`src/rtl/pcm_fetch_pkg.sv`:
```
// rtl/pcm_fetch_pkg.sv - shared state enum, word geometry and byte-lane helper for the PCM ROM fetcher
package pcm_fetch_pkg;

    localparam int WORD_BYTES = 8;
    localparam int OFFSET_W   = 3;

    typedef enum logic [2:0] {
        IDLE,
        HIT,
        ISSUE,
        WAIT,
        DELIVER
    } fetch_state_t;

    // Byte k of a 64-bit word lives in bits [8k+7:8k].
    function automatic logic [7:0] word_byte(input logic [63:0] word, input logic [OFFSET_W-1:0] off);
        return word[{off, 3'b000} +: 8];
    endfunction

endpackage

```
`src/rtl/pcm_rr_arb.sv`:
```
// rtl/pcm_rr_arb.sv - round-robin arbiter, one-hot grant, pointer advances past the winner on accept
module pcm_rr_arb #(
    parameter int N = 2
) (
    input  logic         clk_sys,
    input  logic         reset,
    input  logic [N-1:0] req,
    input  logic         accept,
    output logic [N-1:0] grant
);

    localparam int PTR_W = (N > 1) ? $clog2(N) : 1;

    logic [PTR_W-1:0] ptr;
    logic [PTR_W-1:0] next_ptr;
    logic [PTR_W-1:0] pos;
    logic             found;

    // Scan from the pointer upward and take the first pending requester.
    always_comb begin
        grant    = '0;
        next_ptr = ptr;
        found    = 1'b0;
        pos      = '0;
        for (int i = 0; i < N; i++) begin
            pos = PTR_W'((int'(ptr) + i) % N);
            if (!found && req[pos]) begin
                found      = 1'b1;
                grant[pos] = 1'b1;
                next_ptr   = PTR_W'((int'(pos) + 1) % N);
            end
        end
    end

    // Priority pointer: channel 0 first after reset, then the one after the last winner.
    always_ff @(posedge clk_sys) begin
        if (reset) begin
            ptr <= '0;
        end else if (accept) begin
            ptr <= next_ptr;
        end
    end

endmodule

```
`src/rtl/pcm_rom_fetch.sv`:
```
// rtl/pcm_rom_fetch.sv - PCM ROM byte fetcher over a 64-bit DDRAM port; line cache with PCM_FETCH_CACHE_EN
module pcm_rom_fetch
    import pcm_fetch_pkg::*;
#(
    parameter int NUM_CH = 2,
    parameter int ADDR_W = 18
) (
    input  logic                     clk_sys,
    input  logic                     reset,
    input  logic                     flush,
    input  logic [NUM_CH*ADDR_W-1:0] ch_addr,
    input  logic [NUM_CH-1:0]        ch_read,
    output logic [NUM_CH*8-1:0]      ch_data,
    output logic [NUM_CH-1:0]        ch_rdy,
    output logic [ADDR_W-4:0]        mem_addr,
    output logic                     mem_req,
    input  logic                     mem_rdy,
    input  logic [63:0]              mem_dout
);

    localparam int TAG_W = ADDR_W - OFFSET_W;
    localparam int CH_W  = (NUM_CH > 1) ? $clog2(NUM_CH) : 1;

    fetch_state_t          state;
    fetch_state_t          state_nx;
    logic [NUM_CH-1:0]     grant;
    logic [CH_W-1:0]       grant_idx;
    logic [CH_W-1:0]       cur_ch;
    logic [ADDR_W-1:0]     grant_addr;
    logic [OFFSET_W-1:0]   cur_off;
    logic                  any_req;
    logic                  accept;
    logic                  grant_hit;
    logic [7:0]            hit_byte;
    logic                  drop_seen;
    logic                  deliver_ok;

    assign any_req    = |ch_read;
    assign accept     = (state == IDLE) && any_req;
    assign grant_addr = ch_addr[int'(grant_idx)*ADDR_W +: ADDR_W];

    pcm_rr_arb #(.N(NUM_CH)) u_arb (
        .clk_sys (clk_sys),
        .reset   (reset),
        .req     (ch_read),
        .accept  (accept),
        .grant   (grant)
    );

    // One-hot grant to channel index.
    always_comb begin
        grant_idx = '0;
        for (int i = 0; i < NUM_CH; i++) begin
            if (grant[i]) grant_idx = CH_W'(i);
        end
    end

`ifdef PCM_FETCH_CACHE_EN
    logic [63:0]      line_data [NUM_CH];
    logic [TAG_W-1:0] line_tag  [NUM_CH];
    logic [NUM_CH-1:0] line_valid;
    logic             flush_seen;

    // A flush in the grant cycle must not let a soon-to-be-stale line answer.
    assign grant_hit = line_valid[grant_idx] && !flush
                       && (line_tag[grant_idx] == grant_addr[ADDR_W-1:OFFSET_W]);
    assign hit_byte  = word_byte(line_data[grant_idx], grant_addr[OFFSET_W-1:0]);

    // Line fill on completion; any flush seen since the grant leaves the new line invalid.
    always_ff @(posedge clk_sys) begin
        if (reset) begin
            line_valid <= '0;
            flush_seen <= 1'b0;
        end else begin
            if (accept) flush_seen <= 1'b0;
            if (flush) begin
                line_valid <= '0;
                flush_seen <= 1'b1;
            end
            if (state == WAIT && mem_rdy) begin
                line_data[cur_ch]  <= mem_dout;
                line_tag[cur_ch]   <= mem_addr;
                line_valid[cur_ch] <= !(flush || flush_seen);
            end
        end
    end
`else
    logic unused_flush;

    assign unused_flush = flush;
    assign grant_hit    = 1'b0;
    assign hit_byte     = 8'h00;
`endif

    // State register.
    always_ff @(posedge clk_sys) begin
        if (reset) begin
            state <= IDLE;
        end else begin
            state <= state_nx;
        end
    end

    // Next-state logic.
    always_comb begin
        state_nx = state;
        case (state)
            IDLE:    if (any_req) state_nx = grant_hit ? HIT : ISSUE;
            HIT:     state_nx = IDLE;
            ISSUE:   state_nx = WAIT;
            WAIT:    if (mem_rdy) state_nx = DELIVER;
            DELIVER: state_nx = IDLE;
            default: state_nx = IDLE;
        endcase
    end

    // Outputs: mem_req falls combinationally with mem_rdy; ch_rdy only from HIT/DELIVER.
    always_comb begin
        ch_rdy  = '0;
        mem_req = 1'b0;
        case (state)
            HIT:     ch_rdy[cur_ch] = 1'b1;
            ISSUE:   mem_req = 1'b1;
            WAIT:    mem_req = !mem_rdy;
            DELIVER: ch_rdy[cur_ch] = deliver_ok;
            default: ;
        endcase
    end

    // Request capture, word address hold and per-channel byte return registers.
    always_ff @(posedge clk_sys) begin
        if (reset) begin
            mem_addr   <= '0;
            cur_ch     <= '0;
            cur_off    <= '0;
            ch_data    <= '0;
            drop_seen  <= 1'b0;
            deliver_ok <= 1'b0;
        end else begin
            if (accept) begin
                cur_ch    <= grant_idx;
                cur_off   <= grant_addr[OFFSET_W-1:0];
                drop_seen <= 1'b0;
                if (grant_hit) begin
                    ch_data[int'(grant_idx)*8 +: 8] <= hit_byte;
                end else begin
                    mem_addr <= grant_addr[ADDR_W-1:OFFSET_W];
                end
            end
            if (state == WAIT) begin
                if (!ch_read[cur_ch]) drop_seen <= 1'b1;
                if (mem_rdy) begin
                    deliver_ok <= ch_read[cur_ch] && !drop_seen;
                    if (ch_read[cur_ch] && !drop_seen) begin
                        ch_data[int'(cur_ch)*8 +: 8] <= word_byte(mem_dout, cur_off);
                    end
                end
            end
        end
    end

endmodule

```
`config.mk`:
```
export PLATFORM = sky130hd
export DESIGN_NAME = pcm_rom_fetch
export DESIGN_NICKNAME = d
export VERILOG_FILES = /design/src/rtl/pcm_fetch_pkg.sv /design/src/rtl/pcm_rr_arb.sv /design/src/rtl/pcm_rom_fetch.sv
export SDC_FILE = /design/constraint.sdc
export NUM_CORES = 1
export LEC_CHECK = 0
export CORE_ASPECT_RATIO = 1.4
export CORE_MARGIN = 10
export CORE_UTILIZATION = 30
export DETAILED_ROUTE_END_ITERATION = 8
export GPL_TIMING_DRIVEN = 0
export HOLD_SLACK_MARGIN = 0.02
export PLACE_DENSITY = 0.67
export SLEW_MARGIN = 5
export SYNTH_ARGS = -nofsm -noshare
export SYNTH_HDL_FRONTEND = slang
export SYNTH_SLANG_ARGS = --single-unit
```
`constraint.sdc`:
```
create_clock -name clk_sys -period 2.1 [get_ports clk_sys]
set_input_delay 0.315 -clock clk_sys [delete_from_list [all_inputs] [get_ports clk_sys]]
set_output_delay 0.315 -clock clk_sys [all_outputs]
set_load 0.005 [all_outputs]
```
==> results.py <==
metrics = {
    "timing": {
        "fin_crit_ps": 2060,
        "rsz0062_at_grt": "true",
        "max-slew-margin-rel_pct": 45.0,
        "max_slew.worst_pin.slew_ps": 818,
        "hold_ws_ps": 474,
        "setup-violations-final": 0,
        "post-route-period-util_pct": 98.1,
        "drv_slew": 0,
        "fmax_mhz": 485,
        "final-hold-violation-count": 0,
        "clock_skew_ps": 9.19,
    },
    "critical_path": {
        "slowest_delay_ps": 570,
        "r2r_slack_ps": 170,
        "regToRegEndpoint": "ch_data[1]",
        "worst-setup-path-type": "reg2out",
        "slowest_stage": "clkdlybuf4s50_1",
        "critical_path.cell_chain": "nand3b_1, a211oi_1, clkdlybuf4s50_1",
        "rr_worst_depth": 5,
        "cp.required_ps": 1780,
        "endpoint_kind": "output pin",
        "crit_arrival_ps": 1750,
        "cp_max_fo": 7,
        "start_kind": "register",
        "worstReg2RegStart": "cur_off[1]",
    },
    "layout": {
        "n_antenna_cell": 0,
        "fillCellCount": 654,
        "regArea_um2": 821,
        "stdcell_count": 452,
        "synthToLayoutAreaGrowth_pct": 70.0,
        "drive_gt1_share_pct": 8.45,
        "nets": 460,
        "multiInputGateArea_um2": 1360,
    },
    "logic_synthesis": {
        "yosysMostFrequentCell": "dfxtp_1",
        "syn-mean-instance-area_um2": 10.8,
        "synth_edf_count": 0,
        "yosysUniqueCellTypes": 34,
        "synthTopCellsByArea": "dfxtp_1, mux4_1, a311oi_1",
        "synthArstFlopShare_pct": 0,
        "synth_largest_area_cell": "dfxtp_1",
        "ys_ff_latch": 41,
        "ys.flop_type": "dfxtp_1",
        "yosysWarnings": 0,
        "yosys-top-cells-count": "dfxtp_1, a21oi_1, a311oi_1, nand3b_1, a22o_1",
        "netlist_area_um2": 2280,
        "synth_top_area_share_pct": 36.1,
        "syn-num-nets": 316,
        "postSynthCellCount": 210,
        "synth_seq_area_share_pct": 36.1,
    },
    "pwr": {
        "finalPower_mw": 2.06,
        "max-vdd-ir-drop_uv": 414,
        "p_per_area_nw_per_um2": 533,
        "leakagePower_nw": 1.34,
    },
    "hold_path": {
        "min_path_type": "reg2reg",
        "hold_end": "deliver_ok",
        "whs_path_depth": 2,
        "hold_start": "deliver_ok",
    },
    "route": {
        "drt-total-wl_um": 8950,
        "drtPass1Iterations": 4,
        "via_count": 2387,
        "drcViolationCount": 0,
        "viasPerCell": 5.28,
        "drt_iter0_markers": 115,
        "routedWlPerCell_um": 19.8,
        "ant_nets": 0,
    },
    "global_route": {
        "grt_pass1_wl_um": 13600,
        "antenna_found_initial": 0,
        "first_global_vias": 2453,
        "grt_max_degree": 14,
        "grt_use_total_pct": 15.0,
        "grt-ovfl-total": 0,
    },
    "place": {
        "port_buffers": 137,
        "gp_congestion": 0.794,
        "hpwlAfterDp_um": 7230,
        "dpl.cell_count": 444,
    },
    "clock_network": {
        "clkLatencyLatePin_ps": 290,
        "ctsRootBufferMaster": "clkbuf_8",
        "cts_buffers": 5,
        "htree_num_levels": 2,
        "cts.clk_slew.worst_paths_ps": 70,
        "hold_buffers": 0,
        "cts_tree": "yes",
        "cts_max_path_buffers": 2,
        "cts_sinks": 41,
    },
    "floorplanning": {
        "fp.dieH_um": 123,
        "row_count": 37,
        "start_util_pct": 30.9,
        "core-area_um2": 7360,
        "die_x_um": 93.6,
        "die_area_um2": 11500,
        "ioPinCount": 140,
    },
    "job": {
        "max-cap-violations": 0,
    },
    "status": {
        "status": "finished clean",
    },
}
[worst max-delay path, delay by kind of cell (launching register included)]
family,cells,cell delay [ps]
buffers and inverters,1,570
AO/OA/AOI/OAI,1,330
flip-flops,1,370
AND/OR/NAND/NOR,1,200
[worst max path at each step]
stage	start	to	slack [ps]	depth (start not counted)
final	state[0]	ch_rdy[0]	40	3
after global routing	state[0]	ch_rdy[0]	-40	3
after CTS	state[0]	ch_rdy[0]	2	3
after detailed placement	ch_read[0]	cur_off[1]	-260	5
after global placement	ch_read[0]	cur_off[1]	-230	5
after floorplan	cur_off[1]	ch_data[0]	350	5
[power breakdown]
part           total, mW  internal (mW)  switching [mW]  leakage [nW]
Combinational      0.691          0.426           0.265         0.958
Sequential         0.858          0.828          0.0309         0.336
Clock              0.514          0.230           0.285        0.0439
[cell usage in the layout, fill, tap and decap left out, types with 2 or more instances in the layout]
cell type / instances
clkinv_2: 2
mux2_2: 8
dfxtp_1: 41
or3_1: 2
clkdlybuf4s50_1: 137
mux4_1: 13
o21ai_1: 10
nand2_1: 3
nand3b_1: 19
nand2b_1: 3
a311oi_1: 19
clkbuf_1: 13
a211oi_1: 3
clkbuf_8: 5
clkbuf_2: 2
o21ai_0: 10
mux4_2: 3
a22o_1: 16
a21oi_1: 22
o31a_1: 2
buf_2: 2
inv_1: 2
nor2_1: 2
[metrics by stage]
stage          util [%]  TNS, ps  setup slack [ps]  instance area, µm²
2_1_floorplan         -        0               347                2280
3_3_place_gp       51.2    -3650              -233                3770
3_5_place_dp       51.2    -4780              -259                3770
4_1_cts            52.4        0              2.40                3860
5_1_grt            52.6    -77.6             -40.4                3870
6_report           52.6        0              38.9                3870
[registers in the layout, indices dropped and copies added, names as in the netlist]
signal,cells
state,3
ch_data,16
mem_addr,15
cur_ch,1
drop_seen,1
u_arb.ptr,1
deliver_ok,1
cur_off,3
[kinds of logic after synthesis]
kind of cell	after synthesis	share of synthesized area [%]
DFF	41	36.1
and+or+nand+nor	39	12.0
muxes	24	21.9
AOI/OAI and AO/OA	84	25.2
buffers and inverters	22	4.78
[final cells by class]
class / count / area share [%]
clock buffer: 5 / 1.78
inverter: 3 / 0.291
tap: 97 / 3.14
clock inverter: 3 / 0.453
sequential: 41 / 21.2
timing repair buffer: 137 / 35.4
multi-input combinational: 147 / 35.1
buffer: 19 / 2.59
[layer usage]
layer / routed length, µm / track usage [%]
met4: 114 / 4.38
met1: 3380 / 16.0
met5: 0 / 0
met3: 540 / 3.94
met2: 4920 / 28.0
[timing repair]
item | 4_1_cts | 5_1_grt
resized for setup | 1 | 3
buffers inserted | 0 | 0
endpoints found under the setup margin | 12 | 20
Note: power is estimated with default switching activity, not from simulation.
